[src/rtl/usb_rx_packet.sv]
// usb_rx_packet: packet-layer decoder downstream of usb_rx.
// Checks the PID check nibble, token CRC5 and data CRC16. Outputs the PID,
// the token fields, the payload stream with the CRC bytes stripped, and a
// one-cycle end-of-packet status.
//   clk, reset_n                       clock, async active-low reset
//   rx_data/rx_valid/rx_active/rx_error byte stream and framing from usb_rx
//   pid, pid_valid                     decoded PID and its update strobe
//   addr, endp, frame                  token fields, latched on good tokens
//   pd_data, pd_valid                  payload bytes without CRC16
//   pkt_end, pkt_ok                    end-of-packet pulse and status
//   pid_err, crc_err, len_err, rx_err  error flags, held like pkt_ok
module usb_rx_packet #(
    parameter int unsigned MAX_PAYLOAD = 8
) (
    input  logic        clk,
    input  logic        reset_n,
    input  logic [7:0]  rx_data,
    input  logic        rx_valid,
    input  logic        rx_active,
    input  logic        rx_error,
    output logic [3:0]  pid,
    output logic        pid_valid,
    output logic [6:0]  addr,
    output logic [3:0]  endp,
    output logic [10:0] frame,
    output logic [7:0]  pd_data,
    output logic        pd_valid,
    output logic        pkt_end,
    output logic        pkt_ok,
    output logic        pid_err,
    output logic        crc_err,
    output logic        len_err,
    output logic        rx_err
);

    localparam int unsigned      CNT_W    = $clog2(MAX_PAYLOAD + 3);
    localparam logic [CNT_W-1:0] DATA_MAX = CNT_W'(MAX_PAYLOAD + 2);
    localparam logic [CNT_W-1:0] TWO      = CNT_W'(2);
    localparam logic [4:0]       RES5     = 5'b01100;
    localparam logic [15:0]      RES16    = 16'h800D;

    typedef enum logic [2:0] {S_IDLE, S_PID, S_TOKEN, S_DATA, S_HSK, S_DROP} state_t;

    state_t           state, state_d;
    logic             act_q;
    logic [CNT_W-1:0] cnt, cnt_d;
    logic [4:0]       crc5, crc5_d;
    logic [15:0]      crc16, crc16_d;
    logic [7:0]       dl0, dl0_d, dl1, dl1_d, tb1, tb1_d;
    logic [2:0]       tb2, tb2_d;
    logic             e_pid, e_pid_d, e_len, e_len_d, e_rx, e_rx_d;
    logic [3:0]       pid_d, endp_d;
    logic [6:0]       addr_d;
    logic [10:0]      frame_d;
    logic [7:0]       pd_data_d;
    logic             pid_valid_d, pd_valid_d, pkt_end_d, pkt_ok_d;
    logic             pid_err_d, crc_err_d, len_err_d, rx_err_d;
    logic             err_in, c_len, c_crc, fin_bad;

    function automatic logic [4:0] crc5_byte(input logic [4:0] c, input logic [7:0] d);
        logic [4:0] r;
        r = c;
        for (int unsigned i = 0; i < 8; i++)
            r = {r[3:0], 1'b0} ^ ((d[i] ^ r[4]) ? 5'b00101 : 5'b00000);
        return r;
    endfunction

    function automatic logic [15:0] crc16_byte(input logic [15:0] c, input logic [7:0] d);
        logic [15:0] r;
        r = c;
        for (int unsigned i = 0; i < 8; i++)
            r = {r[14:0], 1'b0} ^ ((d[i] ^ r[15]) ? 16'h8005 : 16'h0000);
        return r;
    endfunction

    always_comb begin
        state_d     = state;
        cnt_d       = cnt;
        crc5_d      = crc5;
        crc16_d     = crc16;
        dl0_d       = dl0;
        dl1_d       = dl1;
        tb1_d       = tb1;
        tb2_d       = tb2;
        e_pid_d     = e_pid;
        e_len_d     = e_len;
        e_rx_d      = e_rx;
        pid_d       = pid;
        addr_d      = addr;
        endp_d      = endp;
        frame_d     = frame;
        pd_data_d   = pd_data;
        pid_valid_d = 1'b0;
        pd_valid_d  = 1'b0;
        pkt_end_d   = 1'b0;
        pkt_ok_d    = pkt_ok;
        pid_err_d   = pid_err;
        crc_err_d   = crc_err;
        len_err_d   = len_err;
        rx_err_d    = rx_err;
        c_len       = 1'b0;
        c_crc       = 1'b0;
        fin_bad     = 1'b0;
        err_in      = rx_active && rx_error;

        case (state)
            S_IDLE: begin
                if (rx_active && !act_q) begin
                    state_d   = S_PID;
                    cnt_d     = '0;
                    crc5_d    = '1;
                    crc16_d   = '1;
                    e_pid_d   = 1'b0;
                    e_len_d   = 1'b0;
                    e_rx_d    = 1'b0;
                    pkt_ok_d  = 1'b0;
                    pid_err_d = 1'b0;
                    crc_err_d = 1'b0;
                    len_err_d = 1'b0;
                    rx_err_d  = 1'b0;
                end
            end
            S_PID: begin
                if (err_in) begin
                    e_rx_d  = 1'b1;
                    state_d = S_DROP;
                end else if (rx_valid) begin
                    if (rx_data[7:4] != ~rx_data[3:0]) begin
                        e_pid_d = 1'b1;
                        state_d = S_DROP;
                    end else begin
                        pid_d       = rx_data[3:0];
                        pid_valid_d = 1'b1;
                        case (rx_data[1:0])
                            2'b01:   state_d = S_TOKEN;
                            2'b11:   state_d = S_DATA;
                            2'b10:   state_d = S_HSK;
                            default: begin
                                e_len_d = 1'b1;
                                state_d = S_DROP;
                            end
                        endcase
                    end
                end
            end
            S_TOKEN: begin
                if (err_in) begin
                    e_rx_d  = 1'b1;
                    state_d = S_DROP;
                end else if (rx_valid) begin
                    if (cnt == TWO) begin
                        e_len_d = 1'b1;
                        state_d = S_DROP;
                    end else begin
                        crc5_d = crc5_byte(crc5, rx_data);
                        cnt_d  = cnt + 1'b1;
                        if (cnt == '0) tb1_d = rx_data;
                        else           tb2_d = rx_data[2:0];
                    end
                end
            end
            S_DATA: begin
                if (err_in) begin
                    e_rx_d  = 1'b1;
                    state_d = S_DROP;
                end else if (rx_valid) begin
                    if (cnt == DATA_MAX) begin
                        e_len_d = 1'b1;
                        state_d = S_DROP;
                    end else begin
                        crc16_d = crc16_byte(crc16, rx_data);
                        cnt_d   = cnt + 1'b1;
                        // Two-byte delay line: the last two bytes (CRC16) never leave it.
                        if (cnt >= TWO) begin
                            pd_data_d  = dl1;
                            pd_valid_d = 1'b1;
                        end
                        dl1_d = dl0;
                        dl0_d = rx_data;
                    end
                end
            end
            S_HSK: begin
                if (err_in) begin
                    e_rx_d  = 1'b1;
                    state_d = S_DROP;
                end else if (rx_valid) begin
                    e_len_d = 1'b1;
                    state_d = S_DROP;
                end
            end
            default: ;
        endcase

        // Close evaluates the post-byte values so a byte arriving with the
        // falling edge of rx_active is included. CRC is only judged when the
        // length is plausible.
        if (state != S_IDLE && !rx_active) begin
            case (state_d)
                S_PID:   c_len = 1'b1;
                S_TOKEN: begin
                    c_len = (cnt_d != TWO);
                    c_crc = !c_len && (crc5_d != RES5);
                end
                S_DATA:  begin
                    c_len = (cnt_d < TWO);
                    c_crc = !c_len && (crc16_d != RES16);
                end
                default: ;
            endcase
            fin_bad   = e_pid_d | e_len_d | e_rx_d | c_len | c_crc;
            pkt_end_d = 1'b1;
            pkt_ok_d  = !fin_bad;
            pid_err_d = e_pid_d;
            crc_err_d = c_crc;
            len_err_d = e_len_d | c_len;
            rx_err_d  = e_rx_d;
            if (state_d == S_TOKEN && !fin_bad) begin
                addr_d  = tb1_d[6:0];
                endp_d  = {tb2_d, tb1_d[7]};
                frame_d = {tb2_d, tb1_d};
            end
            state_d = S_IDLE;
        end
    end

    // act_q resets high so a packet already in flight at reset release is
    // not mistaken for a new SYNC; it waits for rx_active to fall and rise.
    always_ff @(posedge clk or negedge reset_n) begin
        if (!reset_n) begin
            state     <= S_IDLE;
            act_q     <= 1'b1;
            cnt       <= '0;
            crc5      <= '1;
            crc16     <= '1;
            dl0       <= '0;
            dl1       <= '0;
            tb1       <= '0;
            tb2       <= '0;
            e_pid     <= 1'b0;
            e_len     <= 1'b0;
            e_rx      <= 1'b0;
            pid       <= '0;
            pid_valid <= 1'b0;
            addr      <= '0;
            endp      <= '0;
            frame     <= '0;
            pd_data   <= '0;
            pd_valid  <= 1'b0;
            pkt_end   <= 1'b0;
            pkt_ok    <= 1'b0;
            pid_err   <= 1'b0;
            crc_err   <= 1'b0;
            len_err   <= 1'b0;
            rx_err    <= 1'b0;
        end else begin
            state     <= state_d;
            act_q     <= rx_active;
            cnt       <= cnt_d;
            crc5      <= crc5_d;
            crc16     <= crc16_d;
            dl0       <= dl0_d;
            dl1       <= dl1_d;
            tb1       <= tb1_d;
            tb2       <= tb2_d;
            e_pid     <= e_pid_d;
            e_len     <= e_len_d;
            e_rx      <= e_rx_d;
            pid       <= pid_d;
            pid_valid <= pid_valid_d;
            addr      <= addr_d;
            endp      <= endp_d;
            frame     <= frame_d;
            pd_data   <= pd_data_d;
            pd_valid  <= pd_valid_d;
            pkt_end   <= pkt_end_d;
            pkt_ok    <= pkt_ok_d;
            pid_err   <= pid_err_d;
            crc_err   <= crc_err_d;
            len_err   <= len_err_d;
            rx_err    <= rx_err_d;
        end
    end

endmodule

[config.mk]
export PLATFORM = sky130hd
export DESIGN_NAME = usb_rx_packet
export DESIGN_NICKNAME = d
export VERILOG_FILES = /design/src/rtl/usb_rx_packet.sv
export SDC_FILE = /design/constraint.sdc
export NUM_CORES = 1
export LEC_CHECK = 0
export ABC_AREA = 1
export ABC_CLOCK_PERIOD_IN_PS = 3730
export BUFFER_PORTS_ARGS = -buffer_cell sky130_fd_sc_hd__buf_2
export CORE_MARGIN = 4
export CORE_UTILIZATION = 55
export CTS_BUF_LIST = sky130_fd_sc_hd__clkbuf_8
export DETAILED_ROUTE_END_ITERATION = 6
export PLACE_DENSITY = 0.76
export SLEW_MARGIN = 0
export SYNTH_ARGS = -nofsm -noshare
export SYNTH_HDL_FRONTEND = slang
export SYNTH_SLANG_ARGS = --single-unit
[constraint.sdc]
create_clock -name clk -period 3.73 [get_ports clk]
set_input_delay 0 -clock clk [delete_from_list [all_inputs] [get_ports clk]]
set_output_delay 0 -clock clk [all_outputs]
set_load 0.01 [all_outputs]
==> flow_summary.json <==
{
  "final_cell_mix": "nand2_1 (200), inv_1 (81), dfrtp_1 (68)",
  "antenna_left": 0,
  "finClkSkew_ns": 0.00835,
  "vias_per_cell": 5.36,
  "final-setup-viol-count": 0,
  "root_buffer": "clkbuf_8",
  "setup_tns_ns": 0,
  "synth_top_area_share_pct": 34.6,
  "routedWlPerCell_um": 14.0,
  "required_ns": 4.04,
  "syn_inst": 636,
  "drive_gt1_share_pct": 17.3,
  "cp.arrival_ns": 3.56,
  "rsz0062_at_grt": "false",
  "grt_max_degree": 65,
  "r2r-end": "addr[3]",
  "finalWorstSetupSlack_ns": 0.478,
  "clk_path_buf_depth": 2,
  "synth_ff_type": "dfrtp_1",
  "vias": 4252,
  "final_nets": 701,
  "whs_path_depth": 3,
  "slew_headroom_pct": 47.2,
  "track_usage_pct": 22.5,
  "leakagePower_nw": 2.99,
  "fin_cells": 794,
  "core_um2": 8720,
  "num_antenna_cells": 0,
  "clkTransAtPathRegs_ns": 0.09,
  "dp_hpwl_mm": 8.28,
  "clock-sinks": 90,
  "min_to": "dl0[7]",
  "ys_seq_area_share_pct": 46.3,
  "min_period_over_period_pct": 87.2,
  "drtIter0Drc": 272,
  "cts_tree": "done",
  "die_y_um": 103,
  "startpoint_type": "flop",
  "globalplace.congestion": 0.938,
  "r2r_slack_ns": 0.48,
  "synth_edf_count": 0,
  "ys_seq_elements": 90,
  "hold_class": "in2reg",
  "fp.dieW_um": 103,
  "grt_overflow_total": 0,
  "syn_nets": 656,
  "final_common_cell": "nand2_1",
  "path_max_fanout": 36,
  "hold_ws_ns": 0.0177,
  "ir_drop_mv": 0.369,
  "power_mw": 2.52,
  "avgSynthCellArea_um2": 7.74,
  "synth_area_leader_cell": "dfrtp_1",
  "die_area_um2": 10500,
  "cp-startpoint": "cnt[0]",
  "maxCapViolations": 0,
  "area_growth_pct": 9.94,
  "portBuffers": 54,
  "initial_core_util_pct": 56.4,
  "drc": 0,
  "worst_pin_slew_ns": 0.792,
  "hold_violations": 0,
  "status": "completed",
  "grt_pass1_wl_mm": 18.6,
  "end_kind": "flop",
  "reg2reg_depth": 18,
  "period_needed_ns": 3.25,
  "worstSetupPathType": "reg2reg",
  "htreeDepth": 3,
  "ioPinCount": 55,
  "dp_cells": 775,
  "cts_buffers": 9,
  "synth_area_um2": 4920,
  "regToRegStartpoint": "cnt[0]",
  "dr.pass1.iters": 5,
  "synthTopCellsByArea": "dfrtp_1 (35%), nand2_1 (15%), dfstp_2 (12%)",
  "slew_viol_final": 0,
  "p_per_area_nw_per_um2": 467,
  "num_rows": 34,
  "fmax_mhz": 307,
  "wl_mm": 11.1,
  "ys_warn_count": 0,
  "ys_types": 43,
  "clock_latency_ns": 0.36,
  "hp-start": "rx_data[7]",
  "grt_pass1_vias": 4025,
  "ys_async_sr_fraction_pct": 100,
  "antenna_found_initial": 0,
  "post-place-ws_ns": 0.381
}
## cell families after synthesis
| family | after synthesis | synth area share [%] |
|---|---|---|
| compound gates | 80 | 8.74 |
| xor+xnor | 21 | 3.89 |
| fa+ha+maj | 7 | 1.78 |
| buf+inv | 116 | 10.6 |
| flops | 90 | 46.3 |
| mux | 1 | 0.229 |
| simple gates | 321 | 28.5 |
## cells in the mapped netlist, drive strengths merged (2+ instances only)
| master | number |
|---|---|
| a21oi | 12 |
| dfstp | 22 |
| nand3b | 2 |
| ha | 7 |
| clkbuf | 6 |
| nand2 | 205 |
| dfrtp | 68 |
| nor3 | 4 |
| nor2 | 43 |
| inv | 89 |
| o21ai | 61 |
| buf | 20 |
| xor2 | 11 |
| xnor2 | 10 |
| nand2b | 2 |
| nand4 | 18 |
| nand3 | 44 |
## per-layer routing
layer  vias to the layer above  GRT usage (%)  share of wire (%)  wire length (µm)
li1                       2091              -                  -                 -
met1                      1987           30.7                 44              4940
met2                       149           36.1                 47              5260
met3                        25           3.38                5.8               647
met4                         0           8.78                2.6               291
met5                         -              0                  0                 0
## critical path: stages, from the launching register on
cell	delay [ns]
dfrtp_1	0.40
inv_1	0.10
ha_1	0.24
nand3_1	0.19
nand2_4	0.11
nor2_8	0.36
inv_2	0.28
nand2_1	0.20
nand2_1	0.07
nand2_1	0.07
nand2_1	0.10
nand2_1	0.09
nor2_1	0.06
nor3_1	0.37
nand2_1	0.11
nand4_1	0.10
buf_4	0.17
nand2_1	0.07
nand2_1	0.06
## metrics by stage
stage	area, µm²	utilization, %
2_1_floorplan	4920	-
5_1_grt	5410	62.1
3_3_place_gp	5170	59.3
3_5_place_dp	5170	59.3
6_report	5410	62.1
4_1_cts	5400	61.9
## how the worst max path moves through the flow
stage          slack, ns  cells past startpoint       end
2_1_floorplan       1.40                     18   addr[0]
3_3_place_gp        0.57                     15  frame[6]
3_5_place_dp        0.38                     18   addr[3]
4_1_cts             0.36                     18   addr[3]
5_1_grt             0.12                     18   addr[3]
6_report            0.48                     18   addr[3]
## power by group
part           leakage [nW]  switching (mW)  internal, mW  total, mW
combinational          1.77           0.463         0.220      0.683
sequential             1.12          0.0677          1.09       1.16
clock                0.0996           0.365         0.317      0.682
total                  2.99           0.895          1.63       2.52
## flip-flops by register name (all words and copies together) (netlist names), 4 cells and up
| register | cells |
|---|---|
| cnt | 4 |
| pd_data | 8 |
| crc16 | 16 |
| crc5 | 5 |
| addr | 6 |
| tb1 | 8 |
| dl1 | 8 |
| pid | 4 |
| dl0 | 8 |
| endp | 4 |
## area by class of cell
| type | instances | area [µm²] |
|---|---|---|
| multi-input cells | 430 | 2130 |
| flip-flops and latches | 90 | 2280 |
| repair buffers | 60 | 323 |
| clock inverters | 7 | 77.6 |
| well taps | 108 | 135 |
| fillers | 768 | 3310 |
| clock buffers | 9 | 124 |
| inverters | 90 | 343 |
## what timing repair did
action / CTS / global route
setup endpoints to repair: 0 / 11
setup buffers: 0 / 1
hold buffers: 2 / 0
endpoints found under the hold margin: 59 / 0
gates resized for setup: 0 / 1
Note: power is estimated with default switching activity, not from simulation.
